===== src/rtl/imm_gen_pipe.sv =====
// imm_gen_pipe: immediate extender plus PC-target adder behind a valid/ready
// pipeline stage. SKID_EN=1 gives a two-entry stage whose ready_o comes
// straight from a register. SKID_EN=0 gives a single entry with a
// combinational ready.
`timescale 1ns/1ps
module imm_gen_pipe #(
   parameter int XLEN    = 32,
   parameter bit SKID_EN = 1'b1
) (
   input  logic            clk_i,
   input  logic            rst_ni,
   input  logic            flush_i,
   input  logic            valid_i,
   output logic            ready_o,
   input  logic [31:0]     instr_i,
   input  logic [2:0]      imm_src_i,
   input  logic [XLEN-1:0] pc_i,
   output logic            valid_o,
   input  logic            ready_i,
   output logic [XLEN-1:0] imm_ext_o,
   output logic [XLEN-1:0] pc_target_o,
   output logic            illegal_o
);

   // Build the immediate at 64 bits, then keep the low XLEN bits.
   // The value is the same for both widths because every format is
   // sign-extended or zero-extended.
   function automatic logic [XLEN-1:0] f_imm_ext(
      input logic [31:0] instr,
      input logic [2:0]  src
   );
      logic [63:0] v;
      case (src)
         3'b000:  v = {{52{instr[31]}}, instr[31:20]};
         3'b001:  v = {{51{instr[31]}}, instr[31], instr[7], instr[30:25],
                       instr[11:8], 1'b0};
         3'b010:  v = {{52{instr[31]}}, instr[31:25], instr[11:7]};
         3'b011:  v = {{32{instr[31]}}, instr[31:12], 12'b0};
         3'b100:  v = {{43{instr[31]}}, instr[31], instr[19:12], instr[20],
                       instr[30:21], 1'b0};
         3'b101:  v = (XLEN == 64) ? {58'b0, instr[25:20]} : {59'b0, instr[24:20]};
         3'b110:  v = {59'b0, instr[19:15]};
         default: v = 64'b0;
      endcase
      return v[XLEN-1:0];
   endfunction

   logic [XLEN-1:0] w_imm_s;
   logic [XLEN-1:0] w_tgt_s;
   logic            w_ill_s;
   logic            w_accept_s;
   logic            w_retire_s;
   logic            w_opcode_unused_s;

   // Main output entry, reached by both stage variants.
   logic            r_valid_r;
   logic [XLEN-1:0] r_imm_r;
   logic [XLEN-1:0] r_tgt_r;
   logic            r_ill_r;

   // The opcode field does not affect the immediate.
   assign w_opcode_unused_s = ^instr_i[6:0];

   // Combinational extension, target add and reserved-format flag.
   always_comb begin
      w_imm_s = f_imm_ext(instr_i, imm_src_i);
      w_tgt_s = pc_i + w_imm_s;
      w_ill_s = (imm_src_i == 3'b111);
   end

   assign w_accept_s  = valid_i && ready_o;
   assign w_retire_s  = r_valid_r && ready_i;
   assign valid_o     = r_valid_r;
   assign imm_ext_o   = r_imm_r;
   assign pc_target_o = r_tgt_r;
   assign illegal_o   = r_ill_r;

   generate
      if (SKID_EN) begin : g_skid
         typedef enum logic [1:0] {
            ST_EMPTY = 2'b00,
            ST_FULL  = 2'b01,
            ST_SKID  = 2'b10
         } state_t;

         state_t          r_state_r;
         logic            r_ready_r;
         logic [XLEN-1:0] r_sk_imm_r;
         logic [XLEN-1:0] r_sk_tgt_r;
         logic            r_sk_ill_r;

         assign ready_o = r_ready_r;

         // Stage FSM: the main entry feeds the output, and the skid entry
         // catches the beat accepted while the output stalls.
         always_ff @(posedge clk_i or negedge rst_ni) begin
            if (!rst_ni) begin
               r_state_r  <= ST_EMPTY;
               r_ready_r  <= 1'b1;
               r_valid_r  <= 1'b0;
               r_imm_r    <= '0;
               r_tgt_r    <= '0;
               r_ill_r    <= 1'b0;
               r_sk_imm_r <= '0;
               r_sk_tgt_r <= '0;
               r_sk_ill_r <= 1'b0;
            end else if (flush_i) begin
               r_state_r <= ST_EMPTY;
               r_ready_r <= 1'b1;
               r_valid_r <= 1'b0;
            end else begin
               case (r_state_r)
                  ST_EMPTY: begin
                     if (w_accept_s) begin
                        r_imm_r   <= w_imm_s;
                        r_tgt_r   <= w_tgt_s;
                        r_ill_r   <= w_ill_s;
                        r_valid_r <= 1'b1;
                        r_state_r <= ST_FULL;
                     end
                  end
                  ST_FULL: begin
                     if (w_accept_s && w_retire_s) begin
                        r_imm_r <= w_imm_s;
                        r_tgt_r <= w_tgt_s;
                        r_ill_r <= w_ill_s;
                     end else if (w_accept_s) begin
                        r_sk_imm_r <= w_imm_s;
                        r_sk_tgt_r <= w_tgt_s;
                        r_sk_ill_r <= w_ill_s;
                        r_ready_r  <= 1'b0;
                        r_state_r  <= ST_SKID;
                     end else if (w_retire_s) begin
                        r_valid_r <= 1'b0;
                        r_state_r <= ST_EMPTY;
                     end
                  end
                  ST_SKID: begin
                     if (w_retire_s) begin
                        r_imm_r   <= r_sk_imm_r;
                        r_tgt_r   <= r_sk_tgt_r;
                        r_ill_r   <= r_sk_ill_r;
                        r_ready_r <= 1'b1;
                        r_state_r <= ST_FULL;
                     end
                  end
                  default: begin
                     r_state_r <= ST_EMPTY;
                     r_ready_r <= 1'b1;
                     r_valid_r <= 1'b0;
                  end
               endcase
            end
         end
      end else begin : g_single
         assign ready_o = !r_valid_r || ready_i;

         // Single entry: it loads on accept and drains on retire.
         always_ff @(posedge clk_i or negedge rst_ni) begin
            if (!rst_ni) begin
               r_valid_r <= 1'b0;
               r_imm_r   <= '0;
               r_tgt_r   <= '0;
               r_ill_r   <= 1'b0;
            end else if (flush_i) begin
               r_valid_r <= 1'b0;
            end else if (w_accept_s) begin
               r_valid_r <= 1'b1;
               r_imm_r   <= w_imm_s;
               r_tgt_r   <= w_tgt_s;
               r_ill_r   <= w_ill_s;
            end else if (w_retire_s) begin
               r_valid_r <= 1'b0;
            end
         end
      end
   endgenerate

endmodule


===== config.mk =====
export PLATFORM = sky130hd
export DESIGN_NAME = imm_gen_pipe
export DESIGN_NICKNAME = d
export VERILOG_FILES = /design/src/rtl/imm_gen_pipe.sv
export SDC_FILE = /design/constraint.sdc
export NUM_CORES = 1
export LEC_CHECK = 0
export CAP_MARGIN = 10
export CORE_MARGIN = 3
export CORE_UTILIZATION = 36
export CTS_CLUSTER_DIAMETER = 200
export DETAILED_ROUTE_END_ITERATION = 6
export PLACE_DENSITY_LB_ADDON = 0.05
export SYNTH_ARGS = -nofsm -noshare
export SYNTH_HDL_FRONTEND = slang
export SYNTH_SLANG_ARGS = --single-unit

===== constraint.sdc =====
create_clock -name clk_i -period 3.4 [get_ports clk_i]
set_clock_uncertainty 0.2 [all_clocks]
set_input_delay 0.85 -clock clk_i [delete_from_list [all_inputs] [get_ports clk_i]]
set_output_delay 0.85 -clock clk_i [all_outputs]
set_load 0.02 [all_outputs]

==> run summary, run 1 <==
The flow ran to the end, but the final reports show violations. The final reports fail on setup timing. Global routing's busiest layer: met2. The tools report the number of antenna violations at the first check in global routing as 0. Setup repair after global routing could not meet its margin everywhere.

The post-synthesis average cell area came out at 8.138 µm². The met3 global-route usage came out at 0.03822. For this run, the number of Yosys warnings is 0.

The startpoint-to-endpoint class of the critical path was primary input to flip-flop. The net switching fraction of the power is 0.3574. Iteration-0 DRC count of the detailed router: 362.

The die is 153.2 µm tall. The part of the cycle the worst path needs was 1.055. The repair_antennas step left the layout with diodes totalling 0.

The worst-case IR drop observed on VDD is 0.2996 mV. The first detailed-routing pass ran for 5 iterations. The final critical delay including setup and external delays was 3.588 ns; the async set or reset register ratio after synthesis was 1.000. Data on the critical path is required at its endpoint by 3.50 ns. Entering global routing, the biggest net connects 74 pins.

The tree is rooted in a sky130_fd_sc_hd__clkbuf_16. The number of nets in the synthesized netlist is 1,062. The global placement routability congestion was 0.8725; the pre-CTS setup slack was -1.201 ns. STA classifies the critical path endpoint as a flip-flop.

TritonCTS built the clock tree. The logs give 7,696 for the number of global-route vias before repair and 0 for the max-cap violation count. Summed over all nets, the half-perimeter wirelength after detailed placement is 18,730 µm. Relative to the synthesized area, the layout overhead comes to 61.53%.

In this run the power density over the cells is 638.4 nW/µm². The die covers 23,460 µm². The proportion of power drawn by the clock network is 0.249. The setup check on the worst reg-to-reg path leaves a slack of 1.18 ns.

In this run the critical register-to-register path is launched from ready_o. After detailed routing, the number of vias per cell comes to 5.018. Pin slew with the least headroom to its limit: 0.8418 ns. The analysis attributes to net switching a power of 2.874 mW. The logs give 7,692 for the via count and 139 for the count of boundary I/O pins. The number of remaining DRC errors was 0; the number of filler cells placed in the layout was 1,864. Setup violations remaining at the end of the flow were counted as 27.

In the layout the commonest cells are 213 x sky130_fd_sc_hd__nand2_1, 175 x sky130_fd_sc_hd__buf_4, 133 x sky130_fd_sc_hd__dfrtp_1. The number of hold-repair buffers added at the cts stage was 0. The library cell used most frequently in the layout, excluding fill and tap cells, is sky130_fd_sc_hd__nand2_1. The share of layout cells above drive strength 1 is 0.3275. The run gives 0.4375 as the relative max-transition margin. The clock latency on the worst-skew pair was 0.42 ns; the number of clock buffers inserted by TritonCTS was 17. The met1 demand-to-capacity share in global routing is 0.3168. Across the whole layout, storage elements account for 3354 µm². The synthesis-stage register bit count was 134. The overall routing resource usage was 0.2201; the total power consumption of the routed design was 8.040 mW. After technology mapping, the gate count stands at 958.

The wire length after detailed routing is 25,780 µm, and the routed length per instance is 16.82 µm. Number of clock sinks: 134. The die width came out at 153.2 µm. The number of H-tree levels was 4. The synthesized netlist occupies a cell area of 7796 µm². For the register share of total power, the log shows 0.330.

Once layout is done, the placed cells without fillers occupy 12,590 µm². No sink is reached through more buffers than the 2 on the longest clock path. After clock tree synthesis, the clock-pin slew on the worst setup and hold paths is 0.06 ns. In this run the critical register-to-register path is captured at pc_target_o[26]. Internal power consumption: 5.166 mW. The initialized floorplan defines 53 standard-cell rows.

For this run, the leading register cell type out of synthesis is sky130_fd_sc_hd__dfrtp_1. The leakage power total was 5.760 nW. The path class of the tightest hold or removal check is primary input to asynchronous set/reset pin. The arrival time at the worst endpoint came out at 3.69 ns.

The first global-routing pass estimated 41,530 µm of wire. Number of library cell types mapped by synthesis: 65. The count of nets left with antenna violations once routing finished came out at 0. In this run the worst path has a maximum fanout of 5. The placed cell area is 10,930 µm², and the final net count is 1,349. For the final worst-path setup slack, the log shows -0.1884 ns.

Based on the critical path, the design can be clocked at up to 0.2787 GHz. For the proportion of power drawn by combinational gates, the log shows 0.421. Counting flops with a built-in enable in the synthesized netlist gives 0. The core outline area was 21,150 µm². The global route total overflow is 0, and the final-report max-slew violation count is 0. The number of endpoints with negative hold slack in the final report is 0, and the routing usage on met2 is 0.3481.

The count of buffers added on input and output ports is 131. The worst reg-to-reg path cell count was 8; the starting utilization of the core area was 0.3685. STA classifies the critical path startpoint as a primary input. The part of the Yosys area used for sequential elements is 0.4303, and the area used by multi-input combinational logic is 5176 µm².
power groups by stage:
stage               clock network [mW]  registers, mW  logic (mW)
global route                      2.11           2.76        3.71
global placement                     0           2.66        3.07
detailed placement                   0           2.69        3.09
CTS                               2.04           2.66        3.25
floorplan                            0           3.02        1.27
finish                            2.00           2.66        3.38
critical path: stages:
cell                       delay (ns)
sky130_fd_sc_hd__buf_12          0.12
sky130_fd_sc_hd__buf_12          0.13
sky130_fd_sc_hd__buf_6           0.11
sky130_fd_sc_hd__nor2b_4         0.12
sky130_fd_sc_hd__a21oi_2         0.04
sky130_fd_sc_hd__nand2_1         0.05
sky130_fd_sc_hd__o21ai_1         0.06
sky130_fd_sc_hd__o22a_1          0.26
sky130_fd_sc_hd__inv_2           0.09
sky130_fd_sc_hd__ha_4            0.19
sky130_fd_sc_hd__o211ai_1        0.22
sky130_fd_sc_hd__o211ai_1        0.14
sky130_fd_sc_hd__buf_4           0.17
sky130_fd_sc_hd__a21oi_4         0.22
sky130_fd_sc_hd__o31ai_4         0.12
sky130_fd_sc_hd__a221oi_4        0.27
sky130_fd_sc_hd__o21ai_2         0.09
sky130_fd_sc_hd__xnor2_1         0.14
sky130_fd_sc_hd__a221o_1         0.29
Yosys cell counts, types with 3 or more instances:
master	number	area, µm²
sky130_fd_sc_hd__xor2_1	15	131.4
sky130_fd_sc_hd__o21bai_1	8	60.06
sky130_fd_sc_hd__nand3_1	11	55.05
sky130_fd_sc_hd__a21oi_1	116	580.6
sky130_fd_sc_hd__a211oi_1	3	22.52
sky130_fd_sc_hd__nor2b_1	8	50.05
sky130_fd_sc_hd__and3_1	5	31.28
sky130_fd_sc_hd__and2_1	5	31.28
sky130_fd_sc_hd__o21ai_0	102	510.5
sky130_fd_sc_hd__a21o_1	12	90.09
sky130_fd_sc_hd__mux2i_1	10	100.1
sky130_fd_sc_hd__inv_1	29	108.9
sky130_fd_sc_hd__xnor2_1	16	140.1
sky130_fd_sc_hd__nand4_1	4	25.02
sky130_fd_sc_hd__o211ai_1	8	60.06
sky130_fd_sc_hd__nor3_1	4	20.02
sky130_fd_sc_hd__nand2_1	220	825.8
sky130_fd_sc_hd__a31oi_1	13	81.33
sky130_fd_sc_hd__dfrtp_1	133	3328
sky130_fd_sc_hd__nor2_1	68	255.2
sky130_fd_sc_hd__o22a_1	4	35.03
sky130_fd_sc_hd__o22ai_1	12	75.07
sky130_fd_sc_hd__buf_2	3	15.01
sky130_fd_sc_hd__nand2b_1	5	31.28
sky130_fd_sc_hd__a22oi_1	4	30.03
sky130_fd_sc_hd__o21ai_1	7	35.03
sky130_fd_sc_hd__clkbuf_1	49	183.9
sky130_fd_sc_hd__buf_4	3	22.52
sky130_fd_sc_hd__ha_1	31	387.9
worst max-delay path by stage:
stage,from,to,slack (ns),depth (start not counted)
finish,imm_src_i[2],pc_target_o[31],-0.19,19
global route,imm_src_i[2],pc_target_o[31],-0.27,19
CTS,imm_src_i[2],pc_target_o[31],-0.13,19
detailed placement,imm_src_i[2],pc_target_o[22],-1.20,16
global placement,imm_src_i[2],pc_target_o[22],-1.13,16
floorplan,imm_src_i[2],pc_target_o[22],-0.35,16
routing by layer:
layer,part of all wire,vias up
met5,0,-
met4,0.014,0
met3,0.036,21
met2,0.47,160
met1,0.48,3630
li1,-,3881
layout make-up:
type                            count  share of cell area
Clock buffer                       18             0.03408
Sequential cell                   134              0.2664
Inverter                           29            0.008644
Timing Repair Buffer              330              0.2370
Clock inverter                     14             0.01560
Multi-Input combinational cell    733              0.4110
Tap cell                          275             0.02732
metrics by stage:
stage / TNS (ns) / hold WS, ns / utilization / std cells
floorplan: -3.851 / 0.2386 / - / 958
detailed placement: -48.97 / 0.2581 / 0.5168 / 1474
finish: -2.409 / 0.1743 / 0.5953 / 1533
global route: -5.843 / 0.1958 / 0.5953 / 1533
global placement: -47.28 / 0.2527 / 0.5168 / 1474
CTS: -0.7001 / 0.1718 / 0.5767 / 1528
what timing repair did:
| action | CTS | global route |
|---|---|---|
| gates resized for setup | 133 | 69 |
| setup buffers | 19 | 7 |
| pin swaps | 67 | 42 |
| gates cloned | 4 | 0 |
| setup endpoints to repair | 51 | 42 |
| hold endpoints to repair | 0 | 0 |
registers in the layout, summed over array words and instances, names as in the netlist, 2 cells and up:
register / cells
g_skid.r_state_r: 2
g_skid.r_sk_tgt_r: 32
g_skid.r_sk_imm_r: 32
imm_ext_o: 32
pc_target_o: 32
logic make-up (layout without fill, tap and decap cells):
kind of cell	Yosys count	after routing	synth area share
XOR/XNOR	31	31	0.03483
multiplexers	11	11	0.01428
AO/OA/AOI/OAI	312	312	0.2308
flip-flops	134	134	0.4303
buffers and inverters	91	391	0.05055
AND/OR/NAND/NOR	347	347	0.1870
adder cells (fa/ha/maj)	32	32	0.05232
Note: power is estimated with default switching activity, not from simulation.
==> inputs of run 2 (changes only) <==
--- a/config.mk
+++ b/config.mk
@@ -10,6 +10,7 @@
 export CORE_UTILIZATION = 36
 export CTS_CLUSTER_DIAMETER = 200
 export DETAILED_ROUTE_END_ITERATION = 6
+export GPL_TIMING_DRIVEN = 1
 export PLACE_DENSITY_LB_ADDON = 0.05
 export SYNTH_ARGS = -nofsm -noshare
 export SYNTH_HDL_FRONTEND = slang
==> results of run 2 <==
Same layout as run 1: the final DEF is identical, and so are final timing and power.
